$ cat config.mk
export PLATFORM = sky130hd
export DESIGN_NAME = dma_copy_engine
export DESIGN_NICKNAME = d
export VERILOG_FILES = /design/src/rtl/peripheral_pkg.sv /design/src/rtl/dma_wait_timer.sv /design/src/rtl/dma_copy_engine.sv
export SDC_FILE = /design/constraint.sdc
export NUM_CORES = 1
export LEC_CHECK = 0
export ABC_CLOCK_PERIOD_IN_PS = 5500
export CAP_MARGIN = 20
export CORE_ASPECT_RATIO = 2
export CORE_MARGIN = 10
export CORE_UTILIZATION = 53
export DETAILED_ROUTE_END_ITERATION = 6
export HOLD_SLACK_MARGIN = 0.02
export PLACE_DENSITY = 0.83
export SYNTH_ARGS = -nofsm -noshare
export SYNTH_HDL_FRONTEND = slang
export SYNTH_SLANG_ARGS = --single-unit
export TNS_END_PERCENT = 5
$ cat constraint.sdc
create_clock -name clk -period 5.5 [get_ports clk]
set_clock_uncertainty 0.2 [all_clocks]
set_input_delay 0.55 -clock clk [delete_from_list [all_inputs] [get_ports clk]]
set_output_delay 0.55 -clock clk [all_outputs]
set_load 0.005 [all_outputs]
$ cat src/rtl/peripheral_pkg.sv
// Shared definitions for the peripheral block: DMA engine state encoding and bus word size.
package peripheral_pkg;

    localparam int unsigned WORD_BYTES = 4;

    localparam logic [2:0] ST_IDLE    = 3'd0;
    localparam logic [2:0] ST_RD_REQ  = 3'd1;
    localparam logic [2:0] ST_RD_WAIT = 3'd2;
    localparam logic [2:0] ST_WR_REQ  = 3'd3;
    localparam logic [2:0] ST_WR_WAIT = 3'd4;
    localparam logic [2:0] ST_FIN     = 3'd5;

    typedef enum logic [2:0] {
        IDLE    = ST_IDLE,
        RD_REQ  = ST_RD_REQ,
        RD_WAIT = ST_RD_WAIT,
        WR_REQ  = ST_WR_REQ,
        WR_WAIT = ST_WR_WAIT,
        FIN     = ST_FIN
    } dma_state_e;

    function automatic logic [31:0] word_align(input logic [31:0] addr);
        return {addr[31:2], 2'b00};
    endfunction

endpackage

$ cat src/rtl/dma_wait_timer.sv
// Wait-cycle counter for the DMA engine; flags the cycle in which the WAIT_LIMIT-th wait cycle occurs.
module dma_wait_timer #(
    parameter int unsigned WAIT_LIMIT = 255
) (
    input  logic clk,
    input  logic rst,
    input  logic reload,
    input  logic count_en,
    output logic expired
);

    localparam int unsigned CW = (WAIT_LIMIT < 2) ? 1 : $clog2(WAIT_LIMIT);

    logic [CW-1:0] cnt;

    always_ff @(posedge clk) begin
        if (!rst) begin
            cnt <= '0;
        end else if (reload) begin
            cnt <= '0;
        end else if (count_en) begin
            cnt <= cnt + CW'(1);
        end
    end

    // Expiry is raised on the limit-th waiting cycle so the engine leaves the state on that edge.
    always_comb begin
        expired = count_en && (cnt == CW'(WAIT_LIMIT - 1));
    end

endmodule

$ cat src/rtl/dma_copy_engine.sv
// Single-outstanding word-copy DMA engine: read a word, write it, repeat for len_words words.
module dma_copy_engine
    import peripheral_pkg::*;
#(
    parameter int unsigned WAIT_LIMIT = 255
) (
    input  logic        clk,
    input  logic        rst,
    input  logic        start,
    input  logic [31:0] src_addr,
    input  logic [31:0] dst_addr,
    input  logic [15:0] len_words,
    input  logic        abort,
    output logic        busy,
    output logic        done,
    output logic        err,
    output logic        aborted,
    output logic [15:0] words_done,
    output logic        m_req,
    output logic        m_we,
    output logic [3:0]  m_be,
    output logic [31:0] m_addr,
    output logic [31:0] m_wdata,
    input  logic        m_gnt,
    input  logic        m_rvalid,
    input  logic [31:0] m_rdata
);

    dma_state_e  state, state_next;
    logic [31:0] src_q, dst_q, data_q;
    logic [15:0] len_q;
    logic        abort_q;
    logic        wait_en, wait_expired, word_ack, last_word, abort_hit;

    dma_wait_timer #(
        .WAIT_LIMIT(WAIT_LIMIT)
    ) u_wait_timer (
        .clk      (clk),
        .rst      (rst),
        .reload   (state_next != state),
        .count_en (wait_en),
        .expired  (wait_expired)
    );

    always_comb begin
        wait_en   = ((state == RD_REQ  || state == WR_REQ)  && !m_gnt) ||
                    ((state == RD_WAIT || state == WR_WAIT) && !m_rvalid);
        word_ack  = (state == WR_WAIT) && m_rvalid;
        last_word = (words_done + 16'd1) == len_q;
        abort_hit = abort_q || abort;

        state_next = state;
        case (state)
            IDLE:    if (start) state_next = (len_words == 16'd0) ? FIN : RD_REQ;
            RD_REQ:  if (wait_expired) state_next = FIN;
                     else if (m_gnt) state_next = RD_WAIT;
            RD_WAIT: if (wait_expired) state_next = FIN;
                     else if (m_rvalid) state_next = WR_REQ;
            WR_REQ:  if (wait_expired) state_next = FIN;
                     else if (m_gnt) state_next = WR_WAIT;
            WR_WAIT: if (wait_expired) state_next = FIN;
                     else if (m_rvalid) state_next = (last_word || abort_hit) ? FIN : RD_REQ;
            FIN:     state_next = IDLE;
            default: state_next = IDLE;
        endcase
    end

    // Bus outputs decode straight from state so m_req drops the cycle after the grant edge.
    always_comb begin
        busy    = (state == RD_REQ) || (state == RD_WAIT) ||
                  (state == WR_REQ) || (state == WR_WAIT);
        done    = (state == FIN);
        m_req   = (state == RD_REQ) || (state == WR_REQ);
        m_we    = (state == WR_REQ);
        m_be    = m_req ? 4'hF : 4'h0;
        m_addr  = '0;
        m_wdata = '0;
        if (state == RD_REQ) m_addr = src_q;
        if (state == WR_REQ) begin
            m_addr  = dst_q;
            m_wdata = data_q;
        end
    end

    always_ff @(posedge clk) begin
        if (!rst) begin
            state      <= IDLE;
            src_q      <= '0;
            dst_q      <= '0;
            data_q     <= '0;
            len_q      <= '0;
            abort_q    <= 1'b0;
            err        <= 1'b0;
            aborted    <= 1'b0;
            words_done <= '0;
        end else begin
            state <= state_next;
            if (state == IDLE && start) begin
                src_q      <= word_align(src_addr);
                dst_q      <= word_align(dst_addr);
                len_q      <= len_words;
                abort_q    <= 1'b0;
                err        <= 1'b0;
                aborted    <= 1'b0;
                words_done <= '0;
            end else begin
                if (busy && abort) abort_q <= 1'b1;
                if (state == FIN) abort_q <= 1'b0;
                if (state == RD_WAIT && m_rvalid) data_q <= m_rdata;
                if (word_ack) begin
                    words_done <= words_done + 16'd1;
                    src_q      <= src_q + 32'(WORD_BYTES);
                    dst_q      <= dst_q + 32'(WORD_BYTES);
                end
                if (wait_expired) err <= 1'b1;
                if (busy && state_next == FIN && abort_hit) aborted <= 1'b1;
            end
        end
    end

endmodule

==> flow_summary.toml <==
[outcome]
status = "finished, final reports clean"

[sta]
clock.fmax_ghz = 0.294
hold_viol = 0
max_slew_margin_pct = 34.0
whs_ns = 0.250
final_max_slew_viol_count = 0
period_share_pct = 61.7
worst_pin_slew_ns = 0.989
setup_slack_ns = 2.10
setup_tns_ns = 0
grt_setup_unrepaired = "no"
finalSetupViolCount = 0
period_needed_ns = 3.40

[synth]
syn-cell-area_sq_um = 7530
synth_area_leaders = "dfxtp_1 (37%), nand2_1 (7.0%), xor2_1 (5.9%)"
netlist_top_cells_count = "nand2_1 (141), dfxtp_1 (138), nor2_1 (118)"
async_flop_share_pct = 0
synth_top_area_share_pct = 36.7
synth_ff_type = "dfxtp_1"
synth.distinct_cells = 58
syn_inst = 968
yosysMostFrequentCell = "nand2_1"
ys_seq_area_share_pct = 36.7
yosysWarnings = 0
avgSynthCellArea_sq_um = 7.78
synth-seq-cells = 138
synth_edf_count = 0
synth_top_cell_by_area = "dfxtp_1"

[global_routing]
overflow = 0
grt_max_degree = 77
antenna_found_initial = 2
grt_pass1_wl_um = 38800
grt_pass1_vias = 7577
grtUsageTotal_pct = 23.6

[route]
drc_errors = 0
vias = 7637
drt-initial-drc-count = 442
wire_per_inst_um = 18.4
drtAntennaViolNets = 0
vias_per_cell = 5.76
firstDrtPassIters = 5
wl_um = 24300

[clocking]
cts_sinks = 138
clk_latency_ns = 0.41
cts_resized = 0
cts_buffer_depth = 2
cts_hold_buf = 0
cts_buffers = 17
htreeDepth = 4
root_buffer = "clkbuf_16"
cts_tree = "built"
post_cts_buffers = 0
clkTransAtPathRegs_ns = 0.06

[hold_path]
min-delay-path-class = "reg2reg"
hold_path_depth = 2

[layout]
fin_util_pct = 72.7
areaGrowthSynthToFinish_pct = 34.1
final_cells = 1325
layout.nets = 1245
drive_gt1_share_pct = 5.11

[critical_path]
path_class = "reg2reg"
crit_path_start_kind = "flip-flop"
cp.required_ns = 5.57
crit_slowest_cell = "buf_4"
worstSetupEndpointType = "flip-flop"
cp.arrival_ns = 3.47
critPathMaxFanout = 76
cpPeakStageDelay_ns = 0.69
reg2reg_depth = 6
path_cells = "buf_4, nor2_1, nand3_4, buf_4, nor2_1, a2111oi_0"

[power_and_ir_drop]
peakVddDrop_mv = 0.190
p_leak_uw = 0.00356
power.density_nw_per_um2 = 262

[job]
cap_violations = 0

[floorplan]
core_area_sq_um = 13900
die_y_um = 189
io-pin-count = 208
rows = 61
die_area_sq_um = 19700
die_x_um = 104
initial_utilization_pct = 54.2

[place]
dp_cells = 1291
hpwlAfterDp_um = 17300
io_buffers = 201
gp_congestion = 0.923
place_ws_ns = 1.99
-- logic make-up (layout without fill, tap and decap cells) --
logic type / after synthesis / after routing / synth area share, %
buf+inv: 93 / 258 / 5.42
mux: 32 / 32 / 4.25
xor+xnor: 81 / 81 / 9.42
simple gates: 436 / 436 / 28.2
flops: 138 / 138 / 36.7
other cells: 1 / 4 / 0.0498
fa+ha+maj: 5 / 5 / 0.831
compound gates: 182 / 182 / 15.1
-- worst paths after layout --
path	start	endpoint	slack [ns]
max	state[1]$_SDFF_PN0_	dst_q[6]$_SDFFE_PN0P_	2.10
min	data_q[26]$_SDFFE_PN0P_	data_q[26]$_SDFFE_PN0P_	0.25
max reg2reg	state[1]$_SDFF_PN0_	dst_q[6]$_SDFFE_PN0P_	2.10
min reg2reg	data_q[26]$_SDFFE_PN0P_	data_q[26]$_SDFFE_PN0P_	0.25
-- final cells by class --
class | instances | area [sq um]
inverters | 16 | 60.1
fillers | 1137 | 3790
clock inverters | 13 | 120
clock buffers | 18 | 439
well taps | 189 | 236
flip-flops and latches | 138 | 2760
diodes | 2 | 5.00
multi-input cells | 738 | 4380
repair buffers | 211 | 2090
-- layout by cell type, fill, tap and decap left out, drive strengths merged, types with 3 or more instances in the layout --
cell type      Yosys  layout
a31oi              4       4
dfxtp            138     138
nor2             119     119
and3              46      46
inv               16      18
nand4             25      25
clkdlybuf4s50      0     201
clkinv             0       7
and4              10      10
a211oi            39      39
and2              11      11
or4                5       5
xor2              51      51
xnor2             30      30
a311oi            10      10
nor4              12      12
ha                 5       5
clkbuf            56      18
clkinvlp           0       3
nor3              24      24
o21ai             30      30
buf               21      10
nand3             27      27
mux2i             32      32
o211ai             5       5
a21oi             76      76
or3                7       7
nand2            141     141
-- flip-flops by register name, summed over array words and instances, names as in the netlist --
| signal | flops |
|---|---|
| state | 3 |
| aborted | 1 |
| src_q | 30 |
| u_wait_timer.cnt | 8 |
| err | 1 |
| data_q | 32 |
| len_q | 16 |
| abort_q | 1 |
| dst_q | 30 |
| words_done | 16 |
-- per-layer routing --
layer	routed length, um	track usage (%)	share of wire (%)	vias to the layer above
li1	-	-	-	3696
met1	8920	24.2	37	3588
met2	13100	43.3	54	291
met3	1390	5.13	5.7	62
met4	932	12.7	3.8	0
met5	0	0	0	-
-- metrics by stage --
stage / cell area, sq um / power, uW
detailed placement: 9520 / 1580
global placement: 9520 / 1570
floorplan: 7530 / 1390
finish: 10100 / 2650
CTS: 10100 / 2660
global route: 10100 / 2750
-- power by group --
part / internal (uW) / total, uW / switching [uW]
clock: 634 / 1090 / 453
combinational: 210 / 425 / 215
sequential: 1070 / 1140 / 73.1
-- worst max-delay path: cells and delay by family (launching register included) --
kind / cells / cell delay (ns)
buffers and inverters: 2 / 1.24
AND/OR/NAND/NOR: 3 / 1.02
AO/OA/AOI/OAI: 1 / 0.44
flip-flops: 1 / 0.31
(Power assumes the default switching activity.)
